**src/rtl/ghost_rng_scheduler_if.sv**
```systemverilog
// Bundle of ghost request/grant and RNG signals shared by the scheduler
// and the ghost AI side.
interface ghost_rng_scheduler_if #(
    parameter int NUM_REQ = 4
);
    logic [NUM_REQ-1:0] req;
    logic [7:0]         rnd_in;
    logic               reseed;
    logic               rng_enable;
    logic [NUM_REQ-1:0] ack;
    logic [7:0]         rnd_out;
    logic [1:0]         dir_out;
    logic               busy;

    modport master (
        output req, rnd_in, reseed,
        input  rng_enable, ack, rnd_out, dir_out, busy
    );

    modport slave (
        input  req, rnd_in, reseed,
        output rng_enable, ack, rnd_out, dir_out, busy
    );
endinterface

```
**src/rtl/ghost_rng_scheduler.sv**
```systemverilog
// Round-robin scheduler sharing one 8-bit random source among ghost AI
// units. Grants are spaced by a HOLD window so consecutive ghosts see
// different generator steps; the game-start pulse is registered into the
// generator's reseed enable.
module ghost_rng_scheduler #(
    parameter int NUM_REQ = 4,
    parameter int GAP     = 3
) (
    input logic                  clk,
    input logic                  reset,
    ghost_rng_scheduler_if.slave bus
);
    localparam int PTR_W = (NUM_REQ > 1) ? $clog2(NUM_REQ) : 1;
    localparam int CNT_W = (GAP > 1) ? $clog2(GAP) : 1;

    typedef logic [PTR_W-1:0] ptr_t;
    typedef logic [CNT_W-1:0] cnt_t;

    localparam cnt_t GAP_LOAD = cnt_t'(GAP - 1);
    localparam ptr_t LAST_REQ = ptr_t'(NUM_REQ - 1);

    typedef enum logic {
        IDLE,
        HOLD
    } state_t;

    state_t             state_q, state_d;
    ptr_t               ptr_q, ptr_d;
    cnt_t               gap_q, gap_d;
    logic [NUM_REQ-1:0] ack_q, ack_d;
    logic [7:0]         rnd_q, rnd_d;
    logic               rng_en_q;

    logic               found;
    ptr_t               winner;
    ptr_t               cand;
    int unsigned        idx;

    // Round-robin search starting at ptr; wrap is an explicit compare so
    // non-power-of-two requester counts work.
    always_comb begin
        found  = 1'b0;
        winner = ptr_q;
        cand   = ptr_q;
        idx    = 0;
        for (int unsigned i = 0; i < NUM_REQ; i++) begin
            idx = int'(ptr_q) + i;
            if (idx >= NUM_REQ) begin
                idx = idx - NUM_REQ;
            end
            cand = ptr_t'(idx);
            if (!found && bus.req[cand]) begin
                found  = 1'b1;
                winner = cand;
            end
        end
    end

    // Next-state logic: grant from IDLE, then count out the HOLD window.
    always_comb begin
        state_d = state_q;
        ptr_d   = ptr_q;
        gap_d   = gap_q;
        ack_d   = '0;
        rnd_d   = rnd_q;
        case (state_q)
            IDLE: begin
                if (found) begin
                    state_d       = HOLD;
                    ack_d[winner] = 1'b1;
                    rnd_d         = bus.rnd_in;
                    ptr_d         = (winner == LAST_REQ) ? '0 : winner + 1'b1;
                    gap_d         = GAP_LOAD;
                end
            end
            HOLD: begin
                if (gap_q == '0) begin
                    state_d = IDLE;
                end else begin
                    gap_d = gap_q - 1'b1;
                end
            end
            default: state_d = IDLE;
        endcase
    end

    // Scheduler state and captured outputs.
    always_ff @(posedge clk or posedge reset) begin
        if (reset) begin
            state_q <= IDLE;
            ptr_q   <= '0;
            gap_q   <= '0;
            ack_q   <= '0;
            rnd_q   <= '0;
        end else begin
            state_q <= state_d;
            ptr_q   <= ptr_d;
            gap_q   <= gap_d;
            ack_q   <= ack_d;
            rnd_q   <= rnd_d;
        end
    end

    // Reseed path: one-cycle delayed copy of the game-start pulse.
    always_ff @(posedge clk or posedge reset) begin
        if (reset) begin
            rng_en_q <= 1'b0;
        end else begin
            rng_en_q <= bus.reseed;
        end
    end

    assign bus.ack        = ack_q;
    assign bus.rnd_out    = rnd_q;
    assign bus.dir_out    = rnd_q[1:0];
    assign bus.rng_enable = rng_en_q;
    assign bus.busy       = (state_q != IDLE);

endmodule

```
**src/flat_wrapper.sv**
```systemverilog
// flat-port wrapper written by rule: the top's interface ports become plain ports
module ghost_rng_scheduler_flat 
#(
    parameter int NUM_REQ = 4,
    parameter int GAP     = 3
)
  (clk, reset, bus_req, bus_rnd_in, bus_reseed, bus_rng_enable, bus_ack, bus_rnd_out, bus_dir_out, bus_busy);
  ghost_rng_scheduler_if #(.NUM_REQ(NUM_REQ)) bus_i ();
  input logic clk;
  input logic reset;
  input wire logic [$bits(bus_i.req)-1:0] bus_req;
  input wire logic [$bits(bus_i.rnd_in)-1:0] bus_rnd_in;
  input wire logic [$bits(bus_i.reseed)-1:0] bus_reseed;
  output wire logic [$bits(bus_i.rng_enable)-1:0] bus_rng_enable;
  output wire logic [$bits(bus_i.ack)-1:0] bus_ack;
  output wire logic [$bits(bus_i.rnd_out)-1:0] bus_rnd_out;
  output wire logic [$bits(bus_i.dir_out)-1:0] bus_dir_out;
  output wire logic [$bits(bus_i.busy)-1:0] bus_busy;
  assign bus_i.req = bus_req;
  assign bus_i.rnd_in = bus_rnd_in;
  assign bus_i.reseed = bus_reseed;
  assign bus_rng_enable = bus_i.rng_enable;
  assign bus_ack = bus_i.ack;
  assign bus_rnd_out = bus_i.rnd_out;
  assign bus_dir_out = bus_i.dir_out;
  assign bus_busy = bus_i.busy;
  ghost_rng_scheduler #(.NUM_REQ(NUM_REQ), .GAP(GAP)) u_core (.clk(clk), .reset(reset), .bus(bus_i));
endmodule
```
**config.mk**
```make
export PLATFORM = sky130hd
export DESIGN_NAME = ghost_rng_scheduler_flat
export DESIGN_NICKNAME = d
export VERILOG_FILES = /design/src/rtl/ghost_rng_scheduler_if.sv /design/src/rtl/ghost_rng_scheduler.sv /design/src/flat_wrapper.sv
export SDC_FILE = /design/constraint.sdc
export NUM_CORES = 1
export LEC_CHECK = 0
export ABC_AREA = 1
export BUFFER_PORTS_ARGS = -buffer_cell sky130_fd_sc_hd__buf_2
export CAP_MARGIN = 10
export CORE_MARGIN = 8
export CORE_UTILIZATION = 51
export CTS_CLUSTER_DIAMETER = 100
export DETAILED_ROUTE_END_ITERATION = 6
export GPL_ROUTABILITY_DRIVEN = 0
export PLACE_DENSITY = 0.84
export SLEW_MARGIN = 20
export SYNTH_ARGS = -nofsm -noshare
export SYNTH_HDL_FRONTEND = slang
export SYNTH_SLANG_ARGS = --single-unit
```
**constraint.sdc**
```tcl
create_clock -name clk -period 2.3 [get_ports clk]
set_input_delay 0.345 -clock clk [delete_from_list [all_inputs] [get_ports clk]]
set_output_delay 0.345 -clock clk [all_outputs]
set_load 0.005 [all_outputs]
```
==> flow_metrics.env <==
export IMPL_final_nets=205
export IMPL_power_share_clock=0.095
export IMPL_grtUsageTotal=0.112
export IMPL_tritoncts="done"
export IMPL_viasPerCell=4.62
export IMPL_powerDensity_nw_per_um2=1510
export IMPL_worstSetupStartpointType="flop"
export IMPL_place_area_um2=1250
export IMPL_avgRoutedWirePerCell_um=10.3
export IMPL_clk_pin_slew_worst_paths_ns=0.10
export IMPL_vias=980
export IMPL_syn2layout_area_growth_pct=15.1
export IMPL_sw_frac_of_total=0.492
export IMPL_clockRootBuffer="clkbuf_4"
export IMPL_rsz0062_at_grt="false"
export IMPL_finalCriticalPeriod_ns=1.96
export IMPL_p_seq_frac=0.296
export IMPL_final_area_um2=1290
export IMPL_drive_gt1_frac=0.277
export IMPL_initial_core_util=0.521
export IMPL_grt_pass1_vias=959
export IMPL_syn_avg_cell_area_um2=7.22
export IMPL_wl_um=2190
export IMPL_synth_warnings=0
export IMPL_coreArea_um2=2150
export IMPL_ys_seq_elements=18
export IMPL_vdd_drop_max_mv=0.944
export IMPL_die_h_um=62.9
export IMPL_synth_area_um2=1120
export IMPL_crit_required_ns=2.48
export IMPL_clock_sinks=18
export IMPL_arrival_ns=2.15
export IMPL_ys_types=16
export IMPL_reg2reg_depth=12
export IMPL_worstMarginPinSlew_ns=0.646
export IMPL_cts_buffers=3
export IMPL_final_cell_mix="nand2_1 (76), buf_2 (30), dfrtp_1 (17), inv_1 (16)"
export IMPL_port_buffers=30
export IMPL_layout_worst_path_cycle_share=0.853
export IMPL_hold_violations=0
export IMPL_antenna_found_initial=0
export IMPL_yosysSeqAreaShare=0.402
export IMPL_die_area_um2=3950
export IMPL_finalSetupViolCount=0
export IMPL_reg2reg_from="u_core.ptr_q[0]"
export IMPL_combPwrFrac=0.608
export IMPL_cts_setup_buffers=0
export IMPL_r2r_slack_ns=0.34
export IMPL_grt_pass1_wl_um=3810
export IMPL_dpl_hpwl_um=1810
export IMPL_ctsHoldBuffers=0
export IMPL_rr_endpoint="u_core.ptr_q[1]"
export IMPL_p_switching_mw=0.958
export IMPL_drtIter0Drc=21
export IMPL_clk_path_buf_depth=2
export IMPL_overflow=0
export IMPL_run_status="finished, final reports clean"
export IMPL_detail_route_first_pass_iterations=4
export IMPL_synth_nets=175
export IMPL_drv_slew=0
export IMPL_critPathMaxFanout=13
export IMPL_row_count=17
export IMPL_ctsHtreeMaxLevel=1
export IMPL_fp_dieW_um=62.9
export IMPL_ios=31
export IMPL_hp_class="in -> async"
export IMPL_relSlewSlack=0.569
export IMPL_ant_nets=0
export IMPL_criticalPathCategory="reg -> reg"
export IMPL_end_kind="flop"
export IMPL_final_common_cell="nand2_1"
export IMPL_grt_max_degree=19
export IMPL_finalPower_mw=1.95
export IMPL_fin_skew_ns=0.00336
export IMPL_diodes=0
export IMPL_maxCapViolations=0
export IMPL_fmax_ghz=0.509
export IMPL_post_cts_resized=0
export IMPL_clk_latency_ns=0.28
export IMPL_netlist_instances=155
export IMPL_drcViolationCount=0
export IMPL_p_int_mw=0.989
export IMPL_p_leak_nw=0.799
export IMPL_setup_tns_ns=0
## worst max-delay path: stages (launching register included)
cell	delay, ns
dfrtp_2	0.50
inv_2	0.18
nand2_1	0.08
nand2_2	0.10
nand2_1	0.06
nand2_1	0.11
nand4_1	0.17
nand2_1	0.11
nand2_1	0.10
inv_1	0.10
ha_1	0.24
nand2_1	0.07
nand2_1	0.04
## metrics by stage
step	worst slack (ns)	cells	hold WS, ns	util
final	0.337	212	0.135	0.600
after global routing	0.140	212	0.143	0.600
after CTS	0.249	212	0.156	0.599
after detailed placement	0.266	208	0.455	0.582
after global placement	0.339	208	0.453	0.582
after floorplan	0.598	155	0.284	-
## power by group through the flow
stage,registers [mW],logic (mW),clock network [mW]
5_1_grt,0.598,1.38,0.204
3_3_place_gp,0.570,1.15,0
2_1_floorplan,0.554,0.992,0
4_1_cts,0.576,1.20,0.191
3_5_place_dp,0.579,1.20,0
6_report,0.577,1.18,0.186
## Yosys cell counts
cell type	instances	share of area
nand2_1	76	0.25
dfrtp_1	18	0.40
inv_1	16	0.054
nand2_2	9	0.050
nand3_1	9	0.040
ha_1	5	0.056
nor2_1	5	0.017
nand4_1	4	0.022
buf_4	3	0.020
inv_2	3	0.010
nand2_4	2	0.020
buf_12	1	0.018
buf_6	1	0.010
nand3_2	1	0.0089
nor2_4	1	0.010
o211ai_1	1	0.0067
## state kept, by name, summed over array words and instances (netlist names)
register	cells
u_core.bus.rng_enable	1
u_core.ptr_q	2
u_core.bus.rnd_out	8
u_core.bus.busy	1
u_core.gap_q	2
u_core.bus.ack	4
## worst max path at each step
stage | startpoint | end | depth (start not counted)
after floorplan | u_core.ptr_q[0] | u_core.ptr_q[1] | 11
after global placement | u_core.ptr_q[0] | u_core.ptr_q[1] | 11
after detailed placement | u_core.ptr_q[0] | u_core.ptr_q[1] | 11
after CTS | u_core.ptr_q[0] | u_core.ptr_q[1] | 11
after global routing | u_core.ptr_q[0] | u_core.ptr_q[1] | 12
final | u_core.ptr_q[0] | u_core.ptr_q[1] | 12
## metal layers
layer  global-route usage  routed length (um)
met2                0.196                1090
met4               0.0342                  36
met3               0.0287                  77
met1                0.128                 991
met5                    0                   0
## cell type report
| cell class | count | area, um^2 |
|---|---|---|
| fill | 190 | 860 |
| timing repair buffer | 30 | 150 |
| sequential | 18 | 452 |
| inverter | 19 | 71.3 |
| multi-input combinational | 113 | 544 |
| clock buffer | 4 | 36.3 |
| tap | 28 | 35.0 |
## cells by family after synthesis
| family | count (synthesis) | share of synthesized area |
|---|---|---|
| buffers and inverters | 24 | 0.112 |
| AOI/OAI and AO/OA | 1 | 0.00671 |
| adders and majority gates | 5 | 0.0559 |
| DFF | 18 | 0.402 |
| and+or+nand+nor | 107 | 0.423 |
Note: power is estimated with default switching activity, not from simulation.
